[config.mk]
export PLATFORM = sky130hd
export DESIGN_NAME = contador_pop
export DESIGN_NICKNAME = d
export VERILOG_FILES = /design/src/rtl/contador_pop_pkg.sv /design/src/rtl/contador_mod.sv /design/src/rtl/contador_pop.sv
export SDC_FILE = /design/constraint.sdc
export NUM_CORES = 1
export LEC_CHECK = 0
export CORE_AREA = 4 4 47 49
export CTS_BUF_LIST = sky130_fd_sc_hd__clkbuf_4 sky130_fd_sc_hd__clkbuf_8 sky130_fd_sc_hd__clkbuf_16
export DETAILED_ROUTE_END_ITERATION = 16
export DIE_AREA = 0 0 51 53
export PLACE_DENSITY = 0.62
export SKIP_LAST_GASP = 1
export SYNTH_ARGS = -nofsm -noshare
export SYNTH_HDL_FRONTEND = slang
export SYNTH_SLANG_ARGS = --single-unit
[constraint.sdc]
create_clock -name i_clk -period 1.8 [get_ports i_clk]
set_input_delay 0.27 -clock i_clk [delete_from_list [all_inputs] [get_ports i_clk]]
set_output_delay 0.27 -clock i_clk [all_outputs]
set_load 0.005 [all_outputs]
[src/rtl/contador_pop_pkg.sv]
// contador_pop_pkg
//   Shared definitions for the FIFO read/push counters: state encodings of
//   the occupancy FSM and the default geometry (8 entries, 3-bit pointer).
package contador_pop_pkg;

  localparam int PROFUNDIDAD_DEF  = 8;
  localparam int ANCHO_CUENTA_DEF = 3;

  // Occupancy FSM encodings (2'b11 is unused).
  localparam logic [1:0] VACIO   = 2'b00;
  localparam logic [1:0] PARCIAL = 2'b01;
  localparam logic [1:0] LLENO   = 2'b10;

endpackage

[src/rtl/contador_mod.sv]
// contador_mod
//   Modulo-PROFUNDIDAD counter with enable and synchronous active-high reset.
//   Shared by the push and pop counters.
// Ports:
//   i_clk      clock, rising edge
//   i_reset    synchronous reset, active high (count -> 0)
//   i_en       advance the count by one on this edge
//   o_cuenta   current count, 0..PROFUNDIDAD-1
module contador_mod
  import contador_pop_pkg::*;
#(
  parameter int PROFUNDIDAD  = PROFUNDIDAD_DEF,
  parameter int ANCHO_CUENTA = ANCHO_CUENTA_DEF
) (
  input  logic                    i_clk,
  input  logic                    i_reset,
  input  logic                    i_en,
  output logic [ANCHO_CUENTA-1:0] o_cuenta
);

  localparam logic [ANCHO_CUENTA-1:0] CUENTA_MAX = ANCHO_CUENTA'(PROFUNDIDAD - 1);
  localparam logic [ANCHO_CUENTA-1:0] CUENTA_UNO = ANCHO_CUENTA'(1);

  logic [ANCHO_CUENTA-1:0] r_cuenta;

  always_ff @(posedge i_clk) begin
    if (i_reset)
      r_cuenta <= '0;
    else if (i_en)
      r_cuenta <= (r_cuenta == CUENTA_MAX) ? '0 : r_cuenta + CUENTA_UNO;
  end

  assign o_cuenta = r_cuenta;

endmodule

[src/rtl/contador_pop.sv]
// contador_pop
//   Read-side counter of the 8-entry memory FIFO. Tracks occupancy from the
//   push and pop requests, keeps the read pointer, the empty/full flags, a
//   one-cycle accepted-pop pulse and a sticky underflow flag. All outputs
//   are registered.
// Ports:
//   i_clk              clock, rising edge
//   i_reset            synchronous reset, active high
//   i_push             write request (as seen by the push counter)
//   i_pop              read request from the consumer
//   o_cuenta_pop       read pointer, next entry to read
//   o_ocupacion        stored entries, 0..PROFUNDIDAD
//   o_vacio            occupancy is 0
//   o_lleno            occupancy is PROFUNDIDAD
//   o_pop_valido       high for the cycle after an accepted pop
//   o_error_underflow  sticky, set by a pop while empty
module contador_pop
  import contador_pop_pkg::*;
#(
  parameter int PROFUNDIDAD  = PROFUNDIDAD_DEF,
  parameter int ANCHO_CUENTA = ANCHO_CUENTA_DEF
) (
  input  logic                    i_clk,
  input  logic                    i_reset,
  input  logic                    i_push,
  input  logic                    i_pop,
  output logic [ANCHO_CUENTA-1:0] o_cuenta_pop,
  output logic [ANCHO_CUENTA:0]   o_ocupacion,
  output logic                    o_vacio,
  output logic                    o_lleno,
  output logic                    o_pop_valido,
  output logic                    o_error_underflow
);

  localparam logic [ANCHO_CUENTA:0] OCUP_MAX = (ANCHO_CUENTA + 1)'(PROFUNDIDAD);
  localparam logic [ANCHO_CUENTA:0] OCUP_UNO = (ANCHO_CUENTA + 1)'(1);

  logic [1:0]            r_estado;
  logic [ANCHO_CUENTA:0] r_ocupacion;
  logic                  r_vacio;
  logic                  r_lleno;
  logic                  r_pop_valido;
  logic                  r_error_underflow;

  logic                  w_push_ok;
  logic                  w_pop_ok;
  logic [ANCHO_CUENTA:0] w_ocup_sig;
  logic [1:0]            w_estado_sig;

  // Acceptance depends only on the state at the sampling edge, so a push
  // into an empty FIFO never feeds a pop in the same cycle, and a pop out of
  // a full FIFO never makes room for a push in the same cycle.
  always_comb begin
    w_push_ok    = i_push && (r_estado != LLENO);
    w_pop_ok     = i_pop  && (r_estado != VACIO);
    w_ocup_sig   = r_ocupacion;
    if (w_push_ok && !w_pop_ok)
      w_ocup_sig = r_ocupacion + OCUP_UNO;
    else if (!w_push_ok && w_pop_ok)
      w_ocup_sig = r_ocupacion - OCUP_UNO;
    w_estado_sig = PARCIAL;
    if (w_ocup_sig == '0)
      w_estado_sig = VACIO;
    else if (w_ocup_sig == OCUP_MAX)
      w_estado_sig = LLENO;
  end

  // Flags are registered from the next occupancy so they line up with
  // o_ocupacion on the same edge.
  always_ff @(posedge i_clk) begin
    if (i_reset) begin
      r_estado          <= VACIO;
      r_ocupacion       <= '0;
      r_vacio           <= 1'b1;
      r_lleno           <= 1'b0;
      r_pop_valido      <= 1'b0;
      r_error_underflow <= 1'b0;
    end else begin
      r_estado     <= w_estado_sig;
      r_ocupacion  <= w_ocup_sig;
      r_vacio      <= (w_estado_sig == VACIO);
      r_lleno      <= (w_estado_sig == LLENO);
      r_pop_valido <= w_pop_ok;
      if (i_pop && (r_estado == VACIO))
        r_error_underflow <= 1'b1;
    end
  end

  contador_mod #(
    .PROFUNDIDAD  (PROFUNDIDAD),
    .ANCHO_CUENTA (ANCHO_CUENTA)
  ) u_cuenta_pop (
    .i_clk    (i_clk),
    .i_reset  (i_reset),
    .i_en     (w_pop_ok),
    .o_cuenta (o_cuenta_pop)
  );

  assign o_ocupacion       = r_ocupacion;
  assign o_vacio           = r_vacio;
  assign o_lleno           = r_lleno;
  assign o_pop_valido      = r_pop_valido;
  assign o_error_underflow = r_error_underflow;

endmodule

# Word-level counts from Yosys, hierarchy flattened
# Index checks and enable logic that the tools add are counted.
[op_classes]
n_addsub = 3
n_mul = 0
div_mod_pow = 0
order_cmp = 0
eq_ne = 4
shift = 0
n_mux = 5
bitwise_logic = 0
reduce_logical = 11
[op_table]
columns = ["op", "count"]
rows = [
  ["$mux W4", 2],
  ["$logic_and A1 B1 Y1", 5],
  ["$add A4 B1 Y4 const B", 1],
  ["$eq A4 B4 Y1 const B", 1],
  ["$logic_not A2 Y1", 2],
  ["$logic_not A4 Y1", 1],
  ["$mux W2", 2],
  ["$sub A4 B1 Y4 const B", 1],
  ["$add A3 B1 Y3 const B", 1],
  ["$eq A3 B3 Y1 const B", 1],
  ["$mux W3", 1],
  ["$eq A2 B2 Y1 const B", 1],
  ["$logic_not A1 Y1", 2],
  ["$ne A2 B2 Y1 const B", 1],
  ["$reduce_bool A2 Y1", 1],
]
[totals]
regBits = 13
latchBits = 0
mem_bits_rw = 0
mem_bits_ro = 0
input_bits = 4
output_inout_bits = 11
elab_cells = 30
memories = 0

# Depth between registers and ports, before layout
[depth]
ltp_word = 10
depth_mapped = 7
mapped_depth_nobuf = 7

# Hierarchy
# From an unflattened synthesis, not the netlist that was laid out.
[hier_totals]
cells_unflattened = 61
hier_area_um2 = 615.6
[by_module_without_submodules]
columns = ["module", "n_inst", "cells_per_inst", "area_each_um2", "seq_area_each_um2"]
rows = [
  ["contador_pop", 1, 48, 474.2, 180.2],
  ["contador_mod", 1, 13, 141.4, 60.1],
]

# Least setup slack after synthesis
# Ideal clock, no wire load.
[synth_path]
kind = "register to register"
startpoint = "register r_ocupacion[0] (netlist: o_ocupacion[0])"
endpoint = "register r_estado[1]"
setup_time_ns = 0.073
arrival_ns = 1.435
t_required_ns = 1.727
setup_slack_ns = 0.292
stages_incl_launch_ff = 7
n_path_buf = 0
period_less_slack_ns = 1.508
cell_sequence = "dfxtp_1 -> inv_1 -> ha_1 -> o21ba_2 -> a32oi_2 -> nand3_1 -> nor3_2"
[synth_via]
elab_chain_len = 6
elab_cells_between_ends = 8
cone_classes = "add/sub: 2; eq/ne: 1; mux: 4; reduce/logical: 1"
[synth_lines]
columns = ["item", "line", "rtl"]
rows = [
  ["start: declaration", "contador_pop.sv:39", "logic [ANCHO_CUENTA:0] r_ocupacion;"],
  ["start signal: assignment", "contador_pop.sv:80", "r_ocupacion <= w_ocup_sig;"],
  ["$sub A4 B1 Y4", "contador_pop.sv:60", "w_ocup_sig = r_ocupacion - OCUP_UNO;"],
  ["$mux W4", "contador_pop.sv:59", "else if (!w_push_ok && w_pop_ok)"],
  ["$mux W4 *", "contador_pop.sv:57", "if (w_push_ok && !w_pop_ok)"],
  ["$eq A4 B4 Y1", "contador_pop.sv:64", "else if (w_ocup_sig == OCUP_MAX)"],
  ["$mux W2", "contador_pop.sv:64", ""],
  ["$mux W2 *", "contador_pop.sv:62", "if (w_ocup_sig == '0)"],
  ["end signal: assignment", "contador_pop.sv:79", "r_estado <= w_estado_sig;"],
  ["end: declaration", "contador_pop.sv:38", "logic [1:0] r_estado;"],
]
# Mark *: on every way between the ends. The rest lies on a longest branch, timed or not.
# A chain may end at the register's enable or synchronous reset.

# Final worst setup path
[layout_path]
startpoint = "register r_estado[0]"
endpoint = "register r_estado[1]"
[layout_via]
elab_chain_len = 9
elab_cells_between_ends = 14
cone_classes = "eq/ne: 2; mux: 4; reduce/logical: 8"
[layout_lines]
columns = ["item", "line", "rtl"]
rows = [
  ["$ne A2 B2 Y1", "contador_pop.sv:54", "w_push_ok = i_push && (r_estado != LLENO);"],
  ["$logic_and A1 B1 Y1", "contador_pop.sv:54", ""],
  ["$logic_not A1 Y1", "contador_pop.sv:59", ""],
  ["$logic_and A1 B1 Y1", "contador_pop.sv:59", ""],
  ["$mux W4", "contador_pop.sv:59", ""],
  ["$mux W4 *", "contador_pop.sv:57", ""],
  ["$eq A4 B4 Y1", "contador_pop.sv:64", ""],
  ["$mux W2", "contador_pop.sv:64", ""],
  ["$mux W2 *", "contador_pop.sv:62", ""],
]
# Marks and branches as above.

==> qor.yml <==
period_minus_slack_ns: 1.635
hold_viol: 0
final_cell_mix: "clkdlybuf4s50_1 (14), dfxtp_1 (12), nor2_1 (9)"
rsz0062_at_grt: "no"
syn_inst: 68
powerDensity_nw_per_um2: 1296
rows: 16
cts_tree: "done"
fp.dieW_um: 51
ys_seq_elements: 12
core_area_um2: 1862
syn_nets: 76
ir_worst_vdd_mv: 0.6062
io_pins: 15
synth_area_leaders: "dfxtp_1 (35%), ha_1 (7.3%), nor2_1 (4.9%), buf_6 (4.9%), mux2i_1 (2.9%)"
worst_ep_required_time_ns: 1.99
antenna_found_initial: 0
grt_usage: 0.1158
numClockSinks: 12
cts_root_buffer: "clkbuf_4"
drv_cap: 0
critPathKind: "flip-flop to flip-flop"
nNetsFinal: 99
dr_total_vias: 549
die-area_um2: 2703
drt_pass1_iterations: 4
avgSynthCellArea_um2: 10.14
area_delta_synth_final_pct: 31.76
ys_seq_area_frac: 0.3485
ys.flop_type: "dfxtp_1"
postCtsSetupBuffers: 0
worst_setup_path_end_kind: "flip-flop"
cts_made_buffers: 3
timing_max_transition_violations_final: 0
post-route-util: 0.4879
drt_iter0_markers: 16
grt_overflow_total: 0
layout_commonest_cell: "clkdlybuf4s50_1"
cp.arrival_ns: 1.82
wl_per_cell_um: 11.11
antenna_cells: 0
gp_congestion: 0.8330
r2r-start: "r_estado[0]"
reg2regPathDepth: 5
status: "complete, no violations"
synth_top_area_frac: 0.3485
period_share: 0.9083
cts_resized: 0
synth_top_area_cell: "dfxtp_1"
worstSetupStartpointType: "flip-flop"
htreeDepth: 1
routed_wl_mm: 1.289
synth_edf_count: 0
clk_pin_slew_ns: 0.07
p_leak_nw: 0.3615
fillers: 192
dp_hpwl_mm: 1.024
cp_max_fo: 10
grt_pass1_wl_mm: 2.290
die_y_um: 53
yosysWarnings: 0
clk_latency_ns: 0.26
setup_viol: 0
min_to: "o_error_underflow"
r2r_end: "r_estado[1]"
min_path_type: "flip-flop to flip-flop"
hp-start: "o_error_underflow"
grt_max_degree: 13
cts_buffer_depth: 2
initial_utilization: 0.3703
drc: 0
numPortBuffers: 14
max_slew_margin: 0.7175
ant_nets: 0
post_route_cells_drive_above_1_share: 0.2697
synth_cell_types: 34
syn_area_um2: 689.4
fin_ws_ns: 0.1651
via_per_inst: 4.733
fmax_mhz: 611.7
hold_buffers: 0
synthArstFlopShare: 0
min_path_cells: 2
tns_ns: 0
fin_skew_ns: 0.002163
dp_worst_setup_slack_ns: -0.05581
tightestPinTransition_ns: 0.4224
grt_pass1_vias: 539
rrSetupSlack_ns: 0.17
worst max-delay path, stage by stage, from the launching register on:
cell	delay (ns)
dfxtp_1	0.55
mux2_4	0.34
o32ai_2	0.13
xnor2_1	0.24
nand3_1	0.14
nor3_2	0.15
cell type report:
cell class	instances	area, um2	area share
timing repair buffer	22	200.2	0.2204
tap	27	33.78	0.03719
inverter	2	7.507	0.008264
multi-input combinational	50	404.1	0.4449
sequential	12	240.2	0.2645
clock buffer	3	22.52	0.02479
state kept, by name (all words and copies together), names as in the netlist:
| name | cells |
|---|---|
| o_error_underflow | 1 |
| o_pop_valido | 1 |
| u_cuenta_pop.o_cuenta | 3 |
| r_estado | 2 |
| o_vacio | 1 |
| o_ocupacion | 4 |
cells by family after synthesis:
family,count (synthesis),share of synthesized area
buffers and inverters,6,0.06533
xor gates and xnor gates,3,0.05991
DFF,12,0.3485
adders and majority gates,4,0.07260
muxes,3,0.05081
AOI/OAI and AO/OA,16,0.2214
and+or+nand+nor,24,0.1815
metal layers:
layer	vias to the layer above	GRT usage	part of all wire
met5	-	0	0
met4	0	0.08072	0.013
met3	2	0.02254	0.040
met2	15	0.1888	0.46
met1	245	0.1358	0.48
li1	287	-	-
cell usage after synthesis (2+ instances only):
library cell	n
nand3_1	4
buf_6	3
dfxtp_1	12
nor2_1	9
mux2i_1	2
a21oi_1	3
inv_1	2
nor3_1	2
ha_1	4
nand2_1	3
per-stage QoR:
| step | power, mW | hold slack (ns) | instance area [um2] | instances |
|---|---|---|---|---|
| final | 1.177 | 0.4743 | 908.4 | 116 |
| after global routing | 1.278 | 0.5367 | 908.4 | 116 |
| after CTS | 1.188 | 0.4845 | 908.4 | 116 |
| after detailed placement | 1.031 | 0.4685 | 885.9 | 113 |
| after global placement | 1.025 | 0.4568 | 885.9 | 113 |
| after floorplan | 0.7988 | 0.3397 | 689.4 | 68 |
worst max-delay path by stage:
stage | from | endpoint
finish | r_estado[0] | r_estado[1]
global route | o_ocupacion[0] | r_estado[1]
CTS | r_estado[0] | r_estado[1]
detailed placement | i_push | r_estado[1]
global placement | i_push | r_estado[1]
floorplan | o_ocupacion[0] | r_estado[1]
where the power goes:
group / switching (mW) / internal, mW / leakage (nW)
Combinational: 0.266 / 0.351 / 0.249
Sequential: 0.0769 / 0.333 / 0.0986
Clock: 0.0735 / 0.0770 / 0.0138
No activity file was read; power rests on OpenSTA's default activity.
